$ cat config.mk
export PLATFORM = sky130hd
export DESIGN_NAME = stage_if
export DESIGN_NICKNAME = d
export VERILOG_FILES = /design/src/rtl/stage_if.sv
export SDC_FILE = /design/constraint.sdc
export NUM_CORES = 1
export LEC_CHECK = 0
export CORE_ASPECT_RATIO = 1.25
export CORE_UTILIZATION = 35
export CTS_CLUSTER_DIAMETER = 60
export DETAILED_ROUTE_END_ITERATION = 8
export GPL_ROUTABILITY_DRIVEN = 0
export PLACE_DENSITY = 0.61
export SYNTH_ARGS = -nofsm -noshare
export SYNTH_HDL_FRONTEND = slang
export SYNTH_SLANG_ARGS = --single-unit
$ cat constraint.sdc
create_clock -name clk -period 3.1 [get_ports clk]
set_clock_uncertainty 0.15 [all_clocks]
set_input_delay 0.62 -clock clk [delete_from_list [all_inputs] [get_ports clk]]
set_output_delay 0.62 -clock clk [all_outputs]
set_load 0.05 [all_outputs]
$ cat src/rtl/stage_if.sv
// Instruction-fetch stage: owns the PC, fetches over a variable-latency req/ack port and feeds IF/ID.
// Optional performance counters are built in when STAGE_IF_PERF_EN is defined.
module stage_if #(
    parameter logic [31:0] RESET_PC = 32'h0000_0000,
    parameter logic [31:0] NOP_INST = 32'h0000_0000
) (
    input  logic        clk,
    input  logic        rst,
    input  logic        freeze,
    input  logic        branch_taken,
    input  logic [31:0] branch_addr,
    output logic        imem_req,
    output logic [31:0] imem_addr,
    input  logic        imem_ack,
    input  logic [31:0] imem_rdata,
    output logic [31:0] pc_out,
    output logic [31:0] instruction_out,
    output logic        inst_valid
`ifdef STAGE_IF_PERF_EN
    ,
    output logic [31:0] perf_fetched,
    output logic [31:0] perf_stall
`endif
);

    typedef enum logic [1:0] {
        FETCH = 2'd0,
        HOLD  = 2'd1,
        DROP  = 2'd2
    } state_t;

    state_t      r_state;
    state_t      w_state_next;
    logic [31:0] r_pc;
    logic [31:0] w_pc_next;
    logic [31:0] r_req_addr;
    logic [31:0] w_req_addr_next;
    logic [31:0] r_buf;
    logic [31:0] w_buf_next;

    logic [31:0] w_pc_plus4;
    logic [31:0] w_branch_target;
    logic        w_consume;

    assign w_pc_plus4      = r_pc + 32'd4;
    assign w_branch_target = {branch_addr[31:2], 2'b00};

    // Outputs are forced to their idle values while rst is high, whatever state is held.
    assign imem_req   = ((r_state == FETCH) || (r_state == DROP)) && !rst;
    assign imem_addr  = r_req_addr;
    assign inst_valid = (((r_state == FETCH) && imem_ack) || (r_state == HOLD))
                        && !branch_taken && !rst;
    assign pc_out     = rst ? (RESET_PC + 32'd4) : w_pc_plus4;
    assign w_consume  = inst_valid && !freeze;

    always_comb begin
        instruction_out = NOP_INST;
        if (inst_valid) begin
            instruction_out = (r_state == HOLD) ? r_buf : imem_rdata;
        end
    end

    always_ff @(posedge clk) begin
        if (rst) begin
            r_state    <= FETCH;
            r_pc       <= RESET_PC;
            r_req_addr <= RESET_PC;
            r_buf      <= 32'd0;
        end else begin
            r_state    <= w_state_next;
            r_pc       <= w_pc_next;
            r_req_addr <= w_req_addr_next;
            r_buf      <= w_buf_next;
        end
    end

    always_comb begin
        w_state_next    = r_state;
        w_pc_next       = r_pc;
        w_req_addr_next = r_req_addr;
        w_buf_next      = r_buf;
        if (branch_taken) begin
            // Redirect wins over freeze; an outstanding request must still be acked
            // before the new target can be presented, hence DROP.
            w_pc_next = w_branch_target;
            case (r_state)
                FETCH: begin
                    if (imem_ack) begin
                        w_req_addr_next = w_branch_target;
                        w_state_next    = FETCH;
                    end else begin
                        w_state_next = DROP;
                    end
                end
                HOLD: begin
                    w_req_addr_next = w_branch_target;
                    w_state_next    = FETCH;
                end
                DROP: begin
                    if (imem_ack) begin
                        w_req_addr_next = w_branch_target;
                        w_state_next    = FETCH;
                    end
                end
                default: w_state_next = FETCH;
            endcase
        end else begin
            case (r_state)
                FETCH: begin
                    if (imem_ack) begin
                        if (!freeze) begin
                            w_pc_next       = w_pc_plus4;
                            w_req_addr_next = w_pc_plus4;
                        end else begin
                            w_buf_next   = imem_rdata;
                            w_state_next = HOLD;
                        end
                    end
                end
                HOLD: begin
                    if (!freeze) begin
                        w_pc_next       = w_pc_plus4;
                        w_req_addr_next = w_pc_plus4;
                        w_state_next    = FETCH;
                    end
                end
                DROP: begin
                    if (imem_ack) begin
                        w_req_addr_next = r_pc;
                        w_state_next    = FETCH;
                    end
                end
                default: w_state_next = FETCH;
            endcase
        end
    end

`ifdef STAGE_IF_PERF_EN
    logic [31:0] r_perf_fetched;
    logic [31:0] r_perf_stall;

    always_ff @(posedge clk) begin
        if (rst) begin
            r_perf_fetched <= 32'd0;
            r_perf_stall   <= 32'd0;
        end else begin
            if (w_consume) begin
                r_perf_fetched <= r_perf_fetched + 32'd1;
            end
            if (imem_req && !imem_ack) begin
                r_perf_stall <= r_perf_stall + 32'd1;
            end
        end
    end

    assign perf_fetched = r_perf_fetched;
    assign perf_stall   = r_perf_stall;
`else
    logic w_unused_consume;
    assign w_unused_consume = w_consume;
`endif

endmodule

==> results.yml, run 1 <==
synthesis:
  yosys.cell_types.count: 64
  synth-edff-count: 0
  synth_warnings: 0
  syn_inst: 784
  synthFlopType: "dfxtp_1"
  ys_ff_latch: 94
  syn-cell-area_sq_um: 6020
  ys_async_sr_fraction_pct: 0
  syn_avg_cell_area_sq_um: 7.68
  ys_seq_area_share_pct: 31.3
final_layout:
  utilization_pct: 53.7
  drive_gt1_share_pct: 22.3
  diodes: 0
  syn_to_final_growth_pct: 50.1
  nNetsFinal: 999
power:
  pwr-share-comb_pct: 31.1
  p_leak_nw: 3.09
  power_density_nw_per_um2: 408
  clkPwrFrac_pct: 32.2
  p_int_mw: 2.47
  ir_drop_v: 0.000210
  sw_frac_of_total_pct: 33.0
  power_frac_seq_pct: 36.7
  p_sw_mw: 1.22
  p_total_mw: 3.69
critical_path:
  arrival_ns: 2.34
  cpPeakStageDelay_ns: 0.58
  critPathRequiredTime_ns: 2.33
  worst-path-buf-inv: 1
  crit_path_end_kind: "output pin"
  crit_family: "simple AND/OR/NAND/NOR gates"
  cp_max_fo: 2
  worst_path_max_delay_cell: "or4_4"
  critPathKind: "reg -> out"
  worstSetupStartpointType: "flop"
  path_cells: "nand3_4, or4_4, or4b_4, xor2_2, nor2_2, buf_12"
global_routing:
  overflow: 0
  grt_max_degree: 68
  antenna_found_initial: 0
  grt_pass1_wl_um: 29800
  grt_pass1_vias: 5698
  grt_usage_pct: 21.0
sta:
  period_minus_slack_ns: 3.11
  period_share_pct: 100
  tightest_slew_ns: 0.798
  rsz0062_at_grt: "yes"
  max_clock_freq_mhz: 321
  slew_headroom_pct: 46.4
  hold_viol_final: 0
  finalWorstSetupSlack_ns: -0.0122
  setup_violations: 1
  hold_ws_ns: 0.303
  slew_violations: 0
drt:
  drc: 0
  drtPass1Iterations: 6
  via_per_inst: 5.15
  drt-total-wl_um: 18400
  wl_per_cell_um: 16.0
  antenna_left: 0
  drt_iter0_drc: 396
  dr_total_vias: 5922
floorplanning:
  std_cell_rows: 53
  coreArea_sq_um: 16800
  die-height_um: 149
  initial_core_util_pct: 35.7
  pin_count: 167
  dieArea_sq_um: 17700
  die_w_um: 119
clocking:
  cts_num_sinks: 94
  htreeDepth: 3
  cts-root-buf: "clkbuf_16"
  numCtsBuffers: 9
  clk_pin_slew_ns: 0.07
  hold_buffers: 0
  clk_path_buf_depth: 2
  cts_tree: "built"
  clk_latency_ns: 0.34
place:
  io_buffers: 160
  pre_cts_slack_ns: 0.147
  dpl.hpwl_um: 12700
outcome:
  violations: "negative setup slack"
  status: "finished with violations"
run:
  maxCapViolations: 0
min_path:
  hold_path.class: "reg -> reg"
cell usage in the layout, fill, tap and decap left out, types with 6 or more instances in the layout:
cell type | netlist | final
buf_4 | 4 | 56
o31ai_1 | 9 | 9
o211ai_1 | 10 | 10
nor4_1 | 8 | 6
nor2_1 | 106 | 92
nand2_1 | 111 | 111
nand4_1 | 8 | 8
nor2_2 | 0 | 14
nand3_1 | 16 | 15
xor2_1 | 16 | 15
nor3_1 | 26 | 22
clkbuf_16 | 0 | 9
xnor2_1 | 57 | 56
buf_12 | 0 | 64
a21oi_1 | 51 | 47
o21ai_0 | 13 | 13
dfxtp_1 | 94 | 85
nor4_2 | 17 | 17
clkdlybuf4s50_1 | 0 | 95
mux2i_1 | 38 | 38
or3_1 | 9 | 8
inv_1 | 7 | 7
nand2b_1 | 7 | 7
dfxtp_2 | 0 | 9
o21a_1 | 9 | 9
a211oi_1 | 25 | 25
synthesized netlist by cell type, drive strengths merged, types with 5 or more instances:
library cell | instances | area share (%)
nand2 | 111 | 6.9
nor2 | 106 | 6.6
dfxtp | 94 | 31
clkbuf | 57 | 3.6
xnor2 | 57 | 8.3
a21oi | 51 | 4.2
mux2i | 38 | 6.3
buf | 30 | 2.8
nor3 | 27 | 2.3
nor4 | 26 | 4.7
a211oi | 25 | 3.1
nand3 | 17 | 1.6
xor2 | 16 | 2.3
o21ai | 14 | 1.2
o211ai | 10 | 1.2
o21a | 9 | 1.1
o31ai | 9 | 1.1
or3 | 9 | 0.94
nand4 | 8 | 0.83
inv | 7 | 0.44
nand2b | 7 | 0.73
a311oi | 5 | 0.73
stage by stage:
stage               area [sq um]  std cells  TNS [ns]
finish                      9040       1150   -0.0122
floorplan                   6080        787   -0.0113
global placement            8600       1131         0
global route                9040       1150    -0.394
CTS                         8990       1148   -0.0695
detailed placement          8600       1131         0
power groups by stage:
| stage | clock, mW | sequential [mW] | combinational (mW) |
|---|---|---|---|
| finish | 1.19 | 1.36 | 1.15 |
| global route | 1.26 | 1.37 | 1.22 |
| CTS | 1.22 | 1.35 | 1.15 |
| detailed placement | 0 | 1.38 | 1.14 |
| global placement | 0 | 1.38 | 1.14 |
| floorplan | 0 | 1.51 | 0.533 |
routing by layer:
layer / vias up / global-route usage, % / routed length [um]
li1: 2965 / - / -
met1: 2773 / 27.9 / 8370
met2: 163 / 35.3 / 8930
met3: 21 / 2.76 / 766
met4: 0 / 6.63 / 349
met5: - / 0 / 0
cells by family (layout without fill, tap and decap cells):
family	Yosys count	count (layout)	share of synthesized area [%]
buffers and inverters	96	239	6.94
multiplexers	39	39	6.51
AO/OA/AOI/OAI	145	145	16.1
flip-flops	94	94	31.3
other	1	4	0.0623
XOR/XNOR	73	73	10.6
adder cells (fa/ha/maj)	4	4	0.831
AND/OR/NAND/NOR	332	332	27.7
registers in the layout, summed over array words and instances, names as in the netlist:
signal,flops
r_buf,32
imem_addr,30
r_pc,30
r_state,2
final timing paths:
| kind | from | endpoint | slack, ns | cells after the start |
|---|---|---|---|---|
| min reg2reg | imem_addr[10]$_SDFFE_PP0P_ | imem_addr[10]$_SDFFE_PP0P_ | 0.30 | 2 |
| max reg2reg | r_state[0]$_SDFFE_PP0P_ | imem_addr[24]$_SDFFE_PP0P_ | 0.57 | 8 |
| min | imem_addr[10]$_SDFFE_PP0P_ | imem_addr[10]$_SDFFE_PP0P_ | 0.30 | 2 |
| max | r_pc[12]$_SDFFE_PP0P_ | pc_out[30] | -0.01 | 6 |
worst min-delay path: stages, from the launching register on:
cell	delay [ns]
dfxtp_1	0.31
nand2_1	0.05
a21oi_1	0.05
area by class of cell:
class | count | area [sq um]
Sequential cell | 94 | 1890
Timing Repair Buffer | 215 | 2650
Clock inverter | 6 | 87.6
Multi-Input combinational cell | 597 | 3870
Tap cell | 220 | 275
Clock buffer | 9 | 225
Fill cell | 1575 | 7810
Inverter | 9 | 33.8
timing repair:
action                     CTS  global route
pin swaps                    8             4
setup buffers                2             2
gates resized for setup     15             9
setup endpoints to repair   13            18
Note: power is estimated with default switching activity, not from simulation.
==> run 2, diff against run 1 <==
CTS_CLUSTER_SIZE = 28   (was default)
==> results of run 2 <==
No change in the layout: final DEF, timing and power equal those of run 1.
==> run 3, diff against run 2 <==
CTS_BUF_LIST = sky130_fd_sc_hd__clkbuf_16   (was default)
==> results of run 3 <==
No change in the layout: final DEF, timing and power equal those of run 1.
